File: config.mk
export PLATFORM = sky130hd
export DESIGN_NAME = mc_ctrl_unit
export DESIGN_NICKNAME = d
export VERILOG_FILES = /design/src/rtl/mc_ctrl_unit.sv
export SDC_FILE = /design/constraint.sdc
export NUM_CORES = 1
export LEC_CHECK = 0
export ABC_AREA = 1
export CORE_MARGIN = 2
export CORE_UTILIZATION = 46
export CTS_CLUSTER_SIZE = 12
export DETAILED_ROUTE_END_ITERATION = 10
export PLACE_DENSITY = 0.87
export SLEW_MARGIN = 30
export SYNTH_ARGS = -nofsm -noshare
export SYNTH_HDL_FRONTEND = slang
export SYNTH_SLANG_ARGS = --single-unit
File: constraint.sdc
create_clock -name clk -period 2 [get_ports clk]
set_input_delay 0.6 -clock clk [delete_from_list [all_inputs] [get_ports clk]]
set_output_delay 0.6 -clock clk [all_outputs]
set_load 0.03 [all_outputs]
File: src/rtl/mc_ctrl_unit.sv
// Multicycle ARM-subset control unit: main FSM, ALU decode and condition/flag logic in one block.
// Optional feature macro: MCCTRL_RETIRE_CNT_EN adds the RetireCount output.
module mc_ctrl_unit #(
    parameter int ALUCTRL_W   = 3,
    parameter int MEM_TIMEOUT = 255,
    parameter int TO_W        = 8
) (
    input  logic                 clk,
    input  logic                 reset,
    input  logic [19:0]          Instr,
    input  logic [3:0]           ALUFlags,
    input  logic                 MemReady,
    output logic                 MemReq,
    output logic                 PCWrite,
    output logic                 MemWrite,
    output logic                 RegWrite,
    output logic                 IRWrite,
    output logic                 AdrSrc,
    output logic [1:0]           RegSrc,
    output logic [1:0]           ALUSrcA,
    output logic [1:0]           ALUSrcB,
    output logic [1:0]           ResultSrc,
    output logic [1:0]           ImmSrc,
    output logic [ALUCTRL_W-1:0] ALUControl,
    output logic                 Fault,
    output logic [3:0]           State
`ifdef MCCTRL_RETIRE_CNT_EN
    ,
    output logic [31:0]          RetireCount
`endif
);

    typedef enum logic [3:0] {
        S_FETCH    = 4'd0,
        S_DECODE   = 4'd1,
        S_MEMADR   = 4'd2,
        S_MEMRD    = 4'd3,
        S_MEMWB    = 4'd4,
        S_MEMWR    = 4'd5,
        S_EXECUTER = 4'd6,
        S_EXECUTEI = 4'd7,
        S_ALUWB    = 4'd8,
        S_BRANCH   = 4'd9,
        S_FAULT    = 4'd15
    } state_t;

    localparam bit HAS_EXT = (ALUCTRL_W >= 3);
    localparam logic [ALUCTRL_W-1:0] ALU_ADD = ALUCTRL_W'(0);
    localparam logic [ALUCTRL_W-1:0] ALU_SUB = ALUCTRL_W'(1);
    localparam logic [ALUCTRL_W-1:0] ALU_AND = ALUCTRL_W'(2);
    localparam logic [ALUCTRL_W-1:0] ALU_ORR = ALUCTRL_W'(3);
    localparam logic [ALUCTRL_W-1:0] ALU_EOR = HAS_EXT ? ALUCTRL_W'(4) : ALUCTRL_W'(0);
    localparam logic [ALUCTRL_W-1:0] ALU_MOV = HAS_EXT ? ALUCTRL_W'(5) : ALUCTRL_W'(0);
    localparam logic [TO_W:0]        TO_LIMIT = (TO_W + 1)'(MEM_TIMEOUT);

    // Standard ARM condition evaluation against {N,Z,C,V}.
    function automatic logic cond_pass(input logic [3:0] cond, input logic [3:0] nzcv);
        logic n;
        logic z;
        logic c;
        logic v;
        n = nzcv[3];
        z = nzcv[2];
        c = nzcv[1];
        v = nzcv[0];
        case (cond)
            4'h0:    cond_pass = z;
            4'h1:    cond_pass = ~z;
            4'h2:    cond_pass = c;
            4'h3:    cond_pass = ~c;
            4'h4:    cond_pass = n;
            4'h5:    cond_pass = ~n;
            4'h6:    cond_pass = v;
            4'h7:    cond_pass = ~v;
            4'h8:    cond_pass = c & ~z;
            4'h9:    cond_pass = ~c | z;
            4'hA:    cond_pass = (n == v);
            4'hB:    cond_pass = (n != v);
            4'hC:    cond_pass = ~z & (n == v);
            4'hD:    cond_pass = z | (n != v);
            default: cond_pass = 1'b1;
        endcase
    endfunction

    state_t          state_r;
    logic [3:0]      flags_r;
    logic            condex_r;
    logic [TO_W-1:0] to_cnt_r;

    logic [3:0]           cond_s;
    logic [1:0]           op_s;
    logic [5:0]           funct_s;
    logic                 rd15_s;
    logic                 unused_rn_s;
    logic [ALUCTRL_W-1:0] alu_ctrl_s;
    logic                 alu_ok_s;
    logic                 no_write_s;
    logic                 cv_upd_s;
    logic                 wait_s;
    logic                 timeout_s;
    logic                 dp_wr_s;

    logic mem_req_s, pc_write_s, mem_write_s, reg_write_s, ir_write_s;

    assign cond_s      = Instr[19:16];
    assign op_s        = Instr[15:14];
    assign funct_s     = Instr[13:8];
    assign rd15_s      = (Instr[3:0] == 4'hF);
    assign unused_rn_s = ^Instr[7:4];

    // Data-processing command decode; unsupported commands map to ADD with no side effects.
    always_comb begin
        alu_ctrl_s = ALU_ADD;
        alu_ok_s   = 1'b0;
        no_write_s = 1'b0;
        cv_upd_s   = 1'b0;
        case (funct_s[4:1])
            4'b0100: begin alu_ctrl_s = ALU_ADD; alu_ok_s = 1'b1; cv_upd_s = 1'b1; end
            4'b0010: begin alu_ctrl_s = ALU_SUB; alu_ok_s = 1'b1; cv_upd_s = 1'b1; end
            4'b1010: begin
                alu_ctrl_s = ALU_SUB;
                alu_ok_s   = 1'b1;
                cv_upd_s   = 1'b1;
                no_write_s = 1'b1;
            end
            4'b0000: begin alu_ctrl_s = ALU_AND; alu_ok_s = 1'b1; end
            4'b1100: begin alu_ctrl_s = ALU_ORR; alu_ok_s = 1'b1; end
            4'b0001: begin alu_ctrl_s = ALU_EOR; alu_ok_s = HAS_EXT; end
            4'b1101: begin alu_ctrl_s = ALU_MOV; alu_ok_s = HAS_EXT; end
            default: begin alu_ctrl_s = ALU_ADD; alu_ok_s = 1'b0; end
        endcase
    end

    assign wait_s  = (state_r == S_FETCH) || (state_r == S_MEMRD) || (state_r == S_MEMWR);
    assign dp_wr_s = condex_r & alu_ok_s & ~no_write_s;

    // Timeout fires on the wait cycle whose count would reach MEM_TIMEOUT.
    always_comb begin
        if ((MEM_TIMEOUT > 0) && wait_s && !MemReady &&
            (({1'b0, to_cnt_r} + (TO_W + 1)'(1)) == TO_LIMIT)) begin
            timeout_s = 1'b1;
        end else begin
            timeout_s = 1'b0;
        end
    end

    // Main FSM with flag, condition and timeout-counter state.
    always_ff @(posedge clk or negedge reset) begin
        if (!reset) begin
            state_r  <= S_FETCH;
            flags_r  <= 4'h0;
            condex_r <= 1'b0;
            to_cnt_r <= {TO_W{1'b0}};
        end else begin
            if (wait_s && !MemReady && !timeout_s) begin
                to_cnt_r <= to_cnt_r + TO_W'(1);
            end else begin
                to_cnt_r <= {TO_W{1'b0}};
            end
            case (state_r)
                S_FETCH: begin
                    if (MemReady)       state_r <= S_DECODE;
                    else if (timeout_s) state_r <= S_FAULT;
                    else                state_r <= S_FETCH;
                end
                S_DECODE: begin
                    condex_r <= cond_pass(cond_s, flags_r);
                    case (op_s)
                        2'b01:   state_r <= S_MEMADR;
                        2'b10:   state_r <= S_BRANCH;
                        2'b00:   state_r <= funct_s[5] ? S_EXECUTEI : S_EXECUTER;
                        default: state_r <= S_FETCH;
                    endcase
                end
                S_MEMADR: state_r <= funct_s[0] ? S_MEMRD : S_MEMWR;
                S_MEMRD: begin
                    if (MemReady)       state_r <= S_MEMWB;
                    else if (timeout_s) state_r <= S_FAULT;
                    else                state_r <= S_MEMRD;
                end
                S_MEMWB: state_r <= S_FETCH;
                S_MEMWR: begin
                    if (MemReady)       state_r <= S_FETCH;
                    else if (timeout_s) state_r <= S_FAULT;
                    else                state_r <= S_MEMWR;
                end
                S_EXECUTER, S_EXECUTEI: begin
                    if (condex_r && funct_s[0] && alu_ok_s) begin
                        flags_r[3:2] <= ALUFlags[3:2];
                        if (cv_upd_s) flags_r[1:0] <= ALUFlags[1:0];
                    end
                    state_r <= S_ALUWB;
                end
                S_ALUWB:  state_r <= S_FETCH;
                S_BRANCH: state_r <= S_FETCH;
                S_FAULT:  state_r <= S_FAULT;
                default:  state_r <= S_FAULT;
            endcase
        end
    end

    // Per-state datapath controls decoded from the state register.
    always_comb begin
        mem_req_s   = 1'b0;
        pc_write_s  = 1'b0;
        mem_write_s = 1'b0;
        reg_write_s = 1'b0;
        ir_write_s  = 1'b0;
        AdrSrc      = 1'b0;
        ALUSrcA     = 2'b00;
        ALUSrcB     = 2'b00;
        ResultSrc   = 2'b00;
        ALUControl  = ALU_ADD;
        case (state_r)
            S_FETCH: begin
                mem_req_s  = 1'b1;
                ir_write_s = MemReady;
                pc_write_s = MemReady;
                ALUSrcA    = 2'b01;
                ALUSrcB    = 2'b10;
                ResultSrc  = 2'b10;
            end
            S_DECODE: begin
                ALUSrcA   = 2'b01;
                ALUSrcB   = 2'b10;
                ResultSrc = 2'b10;
            end
            S_MEMADR: ALUSrcB = 2'b01;
            S_MEMRD: begin
                mem_req_s = 1'b1;
                AdrSrc    = 1'b1;
            end
            S_MEMWB: begin
                ResultSrc   = 2'b01;
                pc_write_s  = condex_r & rd15_s;
                reg_write_s = condex_r & ~rd15_s;
            end
            S_MEMWR: begin
                mem_req_s   = 1'b1;
                AdrSrc      = 1'b1;
                mem_write_s = condex_r;
            end
            S_EXECUTER: ALUControl = alu_ctrl_s;
            S_EXECUTEI: begin
                ALUSrcB    = 2'b01;
                ALUControl = alu_ctrl_s;
            end
            S_ALUWB: begin
                ALUControl  = alu_ctrl_s;
                pc_write_s  = dp_wr_s & rd15_s;
                reg_write_s = dp_wr_s & ~rd15_s;
            end
            S_BRANCH: begin
                ALUSrcA    = 2'b10;
                ALUSrcB    = 2'b01;
                ResultSrc  = 2'b10;
                pc_write_s = condex_r;
            end
            default: begin
                mem_req_s = 1'b0;
            end
        endcase
    end

    // Reset forces every enable off and keeps the fetch request asserted.
    assign MemReq   = mem_req_s | ~reset;
    assign PCWrite  = pc_write_s & reset;
    assign MemWrite = mem_write_s & reset;
    assign RegWrite = reg_write_s & reset;
    assign IRWrite  = ir_write_s & reset;
    assign ImmSrc   = op_s;
    assign RegSrc   = {(op_s == 2'b01) & ~funct_s[0], (op_s == 2'b10)};
    assign Fault    = (state_r == S_FAULT);
    assign State    = state_r;

`ifdef MCCTRL_RETIRE_CNT_EN
    logic retire_s;

    // An instruction retires on any return to FETCH, taken or not.
    always_comb begin
        case (state_r)
            S_MEMWB, S_ALUWB, S_BRANCH: retire_s = 1'b1;
            S_MEMWR:                    retire_s = MemReady;
            S_DECODE:                   retire_s = (op_s == 2'b11);
            default:                    retire_s = 1'b0;
        endcase
    end

    // Free-running retired-instruction counter, wraps naturally.
    always_ff @(posedge clk or negedge reset) begin
        if (!reset) begin
            RetireCount <= 32'd0;
        end else if (retire_s) begin
            RetireCount <= RetireCount + 32'd1;
        end else begin
            RetireCount <= RetireCount;
        end
    end
`endif

endmodule

== Yosys cells after proc, flatten, opt, wreduce, memory -nomap -nowiden ==
Cells that the tools add are included.
Cells by class
  add/sub/neg operators: 2
  equality and inequality tests: 35
  mux-type cells: 27
  bitwise operators: 24
  reductions and logical operators: 26
Operator list (number)
  equality test 4 bit, second input constant: 13
  equality test 4 x 3 -> 1 bit, second input constant: 9
  one-hot mux 4 bit (7 select lines): 1
  two-way mux 4 bit: 6
  equality test 4 x 2 -> 1 bit, second input constant: 5
  OR reduction 3 bit: 6
  one-hot mux 3 bit (5 select lines): 1
  one-hot mux 1 bit (14 select lines): 1
  AND 1 bit: 13
  equality test 4 x 1 -> 1 bit, second input constant: 3
  logical NOT 4 bit: 3
  one-hot mux 2 bit (2 select lines): 3
  one-hot mux 4 bit (3 select lines): 1
  adder 8 x 1 -> 9 bit, second input constant: 1
  equality test 9 x 8 -> 1 bit, second input constant: 1
  two-way mux 1 bit: 9
  adder 8 x 1 -> 8 bit, second input constant: 1
  two-way mux 8 bit: 1
  NOT 1 bit: 8
  OR reduction 2 bit: 4
  OR reduction 7 bit: 1
  two-way mux 3 bit: 2
  logical AND 1 bit: 5
  one-hot mux 1 bit (4 select lines): 1
  11 further kinds: 15
Storage, ports and cells
  register bits: 17
  bits of input ports: 27
  output and inout bits: 24
  word-level logic and storage cells: 119

== Longest topological paths before layout ==
  depth after elaboration: 9
  depth in mapped cells: 11
  mapped depth without buffers: 11

== Worst setup path after synthesis ==
OpenSTA, ideal clock, no wires.
  path type: reg-to-output
  from: reg state_r[2] (netlist: State[2])
  to: out RegWrite
  arrival time: 2.149 ns
  required time: 1.400 ns
  path slack: -0.749 ns
  cell stages (with the launch flop): 7
  cell sequence: dfrtp_1 inv_2 nor2_4 inv_1 nor2_1 nor2_1 nor3_1
Between the ends
  longest elaborated chain between the ends: 3
  elaborated cells on any way between the ends: 4
  classes of those cells: 2 x eq/ne; 1 x mux; 1 x bitwise
RTL lines
  from (decl): RTL line 85  | state_t state_r;
  from (signal assigned): RTL line 171  | 2'b00: state_r <= funct_s[5] ? S_EXECUTEI : S_EXECUTER;
  from (signal assigned): RTL line 175  | S_MEMADR: state_r <= funct_s[0] ? S_MEMRD : S_MEMWR;
  equality test 4 bit / equality test 4 x 3 -> 1 bit (equally long branches): RTL line 214  | case (state_r)
  one-hot mux 1 bit (2 select lines) *: RTL line 214
  AND 1 bit *: RTL line 269  | assign RegWrite = reg_write_s & reset;
  to (decl): RTL line 16  | output logic RegWrite,
Every way passes the cells marked *; elsewhere a longest branch is shown, timed or not.

== Worst setup path in the final report ==
  from: in Instr[11]
  to: out RegWrite
Between the ends
  longest elaborated chain between the ends: 8
  elaborated cells on any way between the ends: 16
  classes of those cells: 6 x eq/ne; 3 x mux; 5 x bitwise; 2 x reduce/logical
RTL lines
  from (decl): RTL line 10  | input logic [19:0] Instr,
  equality test 4 bit (tied with other cells): RTL line 117  | case (funct_s[4:1])
  OR reduction 7 bit (no line)
  two-way mux 1 bit: RTL line 117
  AND 1 bit: RTL line 135  | assign dp_wr_s = condex_r & alu_ok_s & ~no_write_s;
  AND 1 bit *: RTL line 135
  AND 1 bit *: RTL line 251  | reg_write_s = dp_wr_s & ~rd15_s;
  one-hot mux 1 bit (2 select lines) *: RTL line 214
  AND 1 bit *: RTL line 269
Marks and branches as above.

==> out/results.txt <==
outcome = complete, but fails checks
failing checks = setup timing
Hold Path Class = in -> async
Avg Vias per Cell = 5.54
Reg power frac = 49.8%
initial antenna violation count = 0
total CTS buffers = 3
crit path kind = in -> out
Tot Pwr = 712 uW
Max-Cap Viols = 0
CTS max path bufs = 2
final period utilization = 118%
Synth area leader = dfrtp_1
CP Max Fanout = 4
synthesized instance count = 236
drt drc = 0
Final GP Congestion = 0.866
Syn Area/Cell = 6.46 sq um
CTS clock-pin slew for the worst setup and hold paths = 0.11 ns
WP data required = 1.40 ns
Clk pwr share = 27.1%
fillers = 198
Sw Ratio = 30.4%
post-layout minimum cycle time = 2.36 ns
relative slew slack = 75.9%
Setup crit end kind = output port
final setup fails = 14
Synth Register Bits = 17
final hold slack = 0.434 ns
Data arrival, critical path = 1.76 ns
Setup Skew = 0.00851 ns
Power Density = 280 nW/um^2
Post-Syn Nets = 265
Total GRT Usage = 25.2%
largest net degree at the start of global routing = 10
Synth Area in XOR/XNOR = 0.575%
std cell rows = 20
Max IR drop VDD = 0.000343 V
Final Slew Violations = 0
Detailed Route WL = 6.16 mm
Cell Area, Synth = 1520 sq um
Post-synth EDFFs = 0
measured slew at the worst slew-check pin = 0.357 ns
Peak Freq = 424 MHz
Synth Area in Compound Gates = 12.0%
fin util = 82.0%
DR pass1 iterations = 5
Post-CTS Hold Buffers = 0
IO Count = 51
register area share after synthesis = 27.9%
Layout area overhead = 66.9%
Internal = 496 uW
DR WL/cell = 16.3 um
fin worst setup slack = -0.361 ns
most common cell after layout, fill and taps aside = buf_4
die extent in y = 61.6 um
Comb power frac = 23.2%
Async S/R FF share, synth = 100%
vias in the first global route = 1711
top cell type's share of synthesized area = 27.9%
vias = 2088
final hold vios = 0
DIE WIDTH = 61.6 um
# port buffers = 46
floorplan core area = 3100 sq um
CTS H-tree lvls = 1
RSZ-0062 raised after global routing = yes
Post-DRT Antenna Nets = 0
crit path launch type = input port
nets@finish = 363
Synth Flop Type = dfrtp_1
Remaining Overflow, GRT = 0
area of the multi-input gates = 1050 sq um
yosys warns = 0
HPWL after DPL = 3.38 mm
CTS tree = built
clk root buf = clkbuf_4
global-route wire length before repair = 7.32 mm
top post-synthesis cells by area = dfrtp_1, nand2_1, inv_1, nor2_1, nand3_1
antenna fix cells = 0
Post-Synth Simple-Gate Area = 46.0%
adder-cell share of the synthesized area = 1.64%
multiplexer area fraction after synthesis = 0.739%
clock sinks = 17
most frequent cells in the layout = buf_4, nand2_1, inv_1, nor2_1, buf_6
Initial Util = 49.1%
Die ar. = 3790 sq um
largest family of logic cells by synthesized area = simple AND/OR/NAND/NOR gates
Reg area = 430 sq um
worst skew pair latency = 0.29 ns
Psw = 216 uW
unique cell type count in the Yosys netlist = 27
DRT iter0 DRCs = 212
LEAKAGE = 1.25 nW
layout cell share with drive strength beyond 1 = 44.1%
-- worst max-delay path, stage by stage --
cell,delay [ns]
buf_2,0.16
nand2_2,0.10
a21oi_2,0.18
nor2_1,0.07
o21ai_2,0.15
nand3_1,0.17
nor3_4,0.17
buf_6,0.15
-- power groups by stage --
stage	sequential [mW]	clock (mW)	combinational, mW
floorplan	0.359	0	0.0615
global placement	0.360	0	0.150
detailed placement	0.360	0	0.153
CTS	0.353	0.194	0.151
global route	0.355	0.222	0.175
finish	0.354	0.193	0.165
-- what timing repair did --
action / in CTS / in global routing
setup endpoints to repair: 21 / 15
gates resized for setup: 67 / 17
buffers inserted: 13 / 15
pin swaps: 19 / 11
hold endpoints to repair: 0 / 0
-- per-layer routing --
layer	GRT usage (%)	wire length, um	part of all wire, %
met5	0	0	0
met4	5.47	282	4.6
met3	2.31	515	8.4
met2	45.1	2910	47
met1	32.9	2450	40
-- state kept, by name (all words and copies together) (netlist names) --
| register | count |
|---|---|
| State | 4 |
| condex_r | 1 |
| flags_r | 4 |
| to_cnt_r | 8 |
-- synthesized netlist by cell type (4+ instances only) --
cell,instances
a21oi_1,5
dfrtp_1,17
inv_1,36
inv_2,4
nand2_1,52
nand2_2,7
nand3_1,21
nand4_1,5
nor2_1,29
nor2_2,5
nor2_4,6
nor3_1,9
o21ai_0,17
-- cell families (layout without fill, tap and decap cells) --
family                   Yosys count  count (layout)
AO/OA/AOI/OAI                     31              31
XOR/XNOR                           1               1
adder cells (fa/ha/maj)            2               2
buffers and inverters             43             140
flip-flops                        17              17
multiplexers                       1               1
AND/OR/NAND/NOR                  141             141
-- metrics by stage --
| stage | instance area [sq um] | setup slack, ns | setup TNS (ns) | cells |
|---|---|---|---|---|
| floorplan | 1600 | -0.131 | -0.260 | 236 |
| global placement | 2230 | -0.705 | -3.39 | 347 |
| detailed placement | 2230 | -0.760 | -3.82 | 347 |
| CTS | 2390 | -0.231 | -0.997 | 364 |
| global route | 2540 | -0.426 | -4.40 | 377 |
| finish | 2540 | -0.361 | -3.32 | 377 |
-- layout make-up --
class | count | area share, %
repair buffers | 96 | 32.0
inverters | 40 | 6.39
multi-input cells | 176 | 41.5
flip-flops and latches | 17 | 16.9
well taps | 44 | 2.16
clock buffers | 4 | 1.03
-- path summary, 6_finish.rpt --
path / start / to / slack, ns / depth (start not counted)
worst max register to register: State[1]$_DFF_PN0_ / State[2]$_DFF_PN0_ / 0.12 / 7
min in group clk: to_cnt_r[0]$_DFF_PN0_ / to_cnt_r[0]$_DFF_PN0_ / 0.50 / 1
worst min-delay path: reset / to_cnt_r[2]$_DFF_PN0_ / 0.43 / 2
max in group asynchronous: reset / State[3]$_DFF_PN0_ / 1.28 / 3
worst max-delay path: Instr[11] / RegWrite / -0.36 / 8
worst min register to register: to_cnt_r[0]$_DFF_PN0_ / to_cnt_r[0]$_DFF_PN0_ / 0.50 / 1
No activity file was read; power rests on OpenSTA's default activity.
==> edit 1: new RTL, same flow settings <==
Set the parameter `MEM_TIMEOUT` to 191 (it was 255).
--- a/src/rtl/mc_ctrl_unit.sv
+++ b/src/rtl/mc_ctrl_unit.sv
@@ -4,3 +4,3 @@
     parameter int ALUCTRL_W   = 3,
-    parameter int MEM_TIMEOUT = 255,
+    parameter int MEM_TIMEOUT = 191,
     parameter int TO_W        = 8
Behaviour: same outputs for any inputs over 10 cycles, from zero or initial values and one cycle with reset low; that may be too few to reach the edited logic, so the function may still have changed.
==> edit 1 against the unedited design <==
- the flow still finishes with violations (setup timing)
- wire length decreased by 25%
- register-to-register slack better by 140 ps
- highest routed layer unchanged
- final area shrank 8.3%
- critical path type is now reg2out
- power rose by 0.95%
- worst setup slack improved by 95 ps
- sequential cell count unchanged
- synthesized area decreased by 4.8%
- largest cell class unchanged
- maximum frequency is 4.2% higher
- cell count is 4.2% lower
- core utilization decreased by 5.0 points
==> edit 1: results (changes against the unedited design) <==
stage,metric,value,unit,change
status,status,finished with violations,,
status,failing checks,setup timing,,
logic_synthesis,post-synth net total,264,,-0.38%
global_routing,via count of the first global-routing pass,1586,,-7.3%
timing,Layout Skew,8.02,ps,-0.490 ps
finish,layout cells sized above 1,37.5,%,-6.6 points
worst_setup_path,worst r2r src,State[2],,
placement,routability cong.,0.932,,+7.6%
worst_setup_path,R2R Setup Slk,260,ps,+140 ps
worst_setup_path,crit-path max cell delay,490,ps,+310 ps
logic_synthesis,"top cells by area, synth","dfrtp_1, nand2_1, inv_1",,
pwr,leakage power,1.14,nW,-8.4%
logic_synthesis,Synth cell types,26,,-3.7%
placement,HPWL after DPL,3170,µm,-6.3%
finish,Fill cells,223,,+13%
timing,worst hold slack,407,ps,-27.1 ps
routing,Via density,5.04,,-9.1%
pwr,Max rail drop VDD,328,µV,-4.5%
worst_setup_path,Top delay family on crit path,flip-flops,,
worst_setup_path,reg2reg end,State[1],,
worst_setup_path,R2R depth,11,,+4
timing,setup ws final,-265,ps,+95.4 ps
logic_synthesis,sequential area share after synthesis,29.3,%,+1.4 points
routing,overall routed net length,4640,µm,-25%
global_routing,All-Layer GR Usage,25.1,%,-0.082 points
timing,setup violators final,12,,-2
routing,TritonRoute pass-1 iters,4,,-1
finish,Total Nets Final,347,,-4.4%
placement,pre-CTS setup slack,-560,ps,+200 ps
timing,setup_tns,-1940,ps,+1390 ps
[edit 1: how the worst max path moves through the flow]
stage | startpoint | end | slack (ps)
2_1_floorplan | State[2] | PCWrite | -100
3_3_place_gp | Instr[10] | PCWrite | -530
3_5_place_dp | Instr[11] | PCWrite | -560
4_1_cts | State[0] | PCWrite | -260
5_1_grt | State[3] | PCWrite | -340
6_report | State[2] | PCWrite | -270
[edit 1: cell families after synthesis]
group / synth area share (%)
xor gates and xnor gates: 1.21
AOI/OAI and AO/OA: 8.11
DFF: 29.3
buffers and inverters: 13.8
muxes: 1.04
adders and majority gates: 1.73
and+or+nand+nor: 44.8
[edit 1: what timing repair did]
item                                    in CTS  in global routing
endpoints found under the setup margin      18                 15
gates resized for setup                     57                 15
hold endpoints to repair                     0                  0
pin swaps                                   17                  7
setup buffers                                9                  4
[edit 1: cell type report]
type	instances	area [µm²]	area share, %
multi-input cells	168	963	41.3
repair buffers	82	678	29.1
flip-flops and latches	17	430	18.5
inverters	46	175	7.51
well taps	44	55.1	2.36
clock buffers	3	22.5	0.966
clock inverters	1	7.51	0.322
[edit 1: stage by stage]
step           total power, mW  std cells  area, µm²
6_report                 0.719        361       2330
5_1_grt                  0.753        361       2330
4_1_cts                  0.716        357       2250
3_5_place_dp             0.513        344       2110
3_3_place_gp             0.511        344       2110
2_1_floorplan            0.420        235       1500
[edit 1: report_power, final]
group	internal [mW]	switching, mW	total, mW	leakage, nW
combinational	0.0764	0.0869	0.163	0.924
sequential	0.349	0.00497	0.354	0.203
clock	0.0762	0.125	0.202	0.0139
[edit 1: per-layer routing]
metal | GRT usage [%] | routed length (µm) | vias to the layer above
met2 | 45.0 | 2430 | 75
met4 | 8.57 | 108 | 0
li1 | - | - | 910
met3 | 1.95 | 216 | 12
met1 | 31.4 | 1880 | 821
met5 | 0 | 0 | -
==> edit 2: new RTL, config.mk and constraints unchanged <==
Without the edit above. Register the output `Fault`, with the module's reset; this adds one clock of latency there. The other outputs are not delayed to match.
--- a/src/rtl/mc_ctrl_unit.sv
+++ b/src/rtl/mc_ctrl_unit.sv
@@ -272,3 +272,9 @@
     assign RegSrc   = {(op_s == 2'b01) & ~funct_s[0], (op_s == 2'b10)};
-    assign Fault    = (state_r == S_FAULT);
+    always_ff @(posedge clk or negedge reset) begin
+        if (!reset) begin
+            Fault <= '0;
+        end else begin
+            Fault <= (state_r == S_FAULT);
+        end
+    end
     assign State    = state_r;
Formal check against the unedited RTL: same outputs for any inputs over 10 cycles, from zero or initial values and one cycle with reset low; that may be too few to reach the edited logic, so the function may still have changed.
==> edit 2 against the unedited design <==
- the flow still finishes with violations (setup timing)
- via count shrank 9.1%
- sequential cell count is 1 higher
- final area decreased by 2.1%
- wire length decreased by 21%
- count of clock-buffer cells in the layout did not move
- worst setup slack improved by 23 ps
- power is 1.1% higher
- cell count shrank 2.9%
- synthesized area increased by 1.6%
- critical path type is now reg2out
- largest cell class unchanged
- largest power group unchanged
==> edit 2: results (changes against the unedited design) <==
stage,metric,value,unit,change
logic_synthesis,Synth Area in XOR/XNOR,0.565,%,-0.0093 points
logic_synthesis,Syn Area/Cell,6.54,µm²,+1.2%
worst_setup_path,Arrival @ worst endpoint,1740,ps,-20 ps
global_routing,first-pass GRT wire length,7090,µm,-3.1%
worst_setup_path,worst-path maximum fanout,3,,-1
timing,setup ws final,-338,ps,+22.7 ps
clocking,post-CTS setup buffers,20,,+7
clocking,later-pin clock latency in the skew report,300,ps,
routing,TritonRoute pass-1 iters,4,,-1
finish,Non-clock buffers,82,,-15%
timing,Layout Skew,23.5,ps,+15.0 ps
finish,clk tree area frac,1.06,%,+0.022 points
worst_setup_path,worst setup path endpoint,PCWrite,,
logic_synthesis,sequential area share after synthesis,29.1,%,+1.2 points
pwr,Max rail drop VDD,376,µV,+9.6%
pwr,clock power share,26.1,%,-1.0 points
logic_synthesis,top post-synthesis cells by count,"nand2_1, inv_1, nor2_1, nand3_1, dfrtp_1",,
status,failing checks,setup timing,,
logic_synthesis,Synth cell types,27,,unchanged
routing,routed length per instance,13.2,µm,-19%
routing,met3 wire len,243,µm,-53%
routing,vias post-DR,1898,,-9.1%
worst_setup_path,slowest library cell on the worst path,dfrtp_2,,
worst_setup_path,worst r2r src,State[0],,
routing,met2 wire length,2560,µm,-12%
clocking,cts repair resizes,66,,-1.5%
finish,sequential cell area share,18.3,%,+1.4 points
finish,Fill cells,222,,+12%
timing,setup violators final,11,,-3
worst_setup_path,Worst Setup SP,State[1],,
logic_synthesis,post-synth net total,266,,+0.38%
placement,routability cong.,0.840,,-3.0%
global_routing,largest net degree at the start of global routing,13,,+3
routing,overall routed net length,4840,µm,-21%
finish,FFs & Latches,18,,+1
global_routing,All-Layer GR Usage,25.1,%,-0.098 points
timing,setup_tns,-2320,ps,+1000 ps
pwr,combinational share of power,21.9,%,-1.3 points
routing,WL met1,1910,µm,-22%
finish,buffering overhead,28.9,%,-3.1 points
pwr,sw power,201,µW,-7.0%
logic_synthesis,"top cells by area, synth","dfrtp_1, nand2_1, inv_1",,
logic_synthesis,Synth Area in Compound Gates,11.8,%,-0.19 points
clocking,root buffer cell,clkbuf_4,,
finish,fraction of area in multi-input gates,42.8,%,+1.3 points
status,status,finished with violations,,
logic_synthesis,mux cell area share after synthesis,0.727,%,-0.012 points
placement,HPWL after DPL,3230,µm,-4.6%
global_routing,via count of the first global-routing pass,1687,,-1.4%
worst_setup_path,crit-path max cell delay,430,ps,+250 ps
placement,Placement Cell Area,2220,µm²,-0.45%
==> edit 2: metrics by stage <==
step	worst slack, ps	total power, mW	util [%]
floorplan	-131	0.441	-
global placement	-700	0.531	67.5
detailed placement	-752	0.533	67.5
CTS	-238	0.723	74.1
global route	-420	0.757	75.8
finish	-338	0.719	75.8
==> edit 2: logic make-up after synthesis <==
kind of cell,Yosys count
compound gates,31
xor+xnor,1
mux,1
simple gates,141
buf+inv,43
flops,18
fa+ha+maj,2
==> edit 2: worst min path at each step <==
stage	to	slack (ps)	cells after the start
floorplan	Fault	300	0
global placement	to_cnt_r[0]	490	1
detailed placement	to_cnt_r[0]	490	1
CTS	State[0]	390	2
global route	Fault	420	2
finish	Fault	420	2
==> edit 2: layer usage <==
metal	global-route usage (%)	vias to the layer above
li1	-	926
met5	0	-
met3	4.35	16
met2	48.1	78
met1	26.3	878
met4	11.2	0
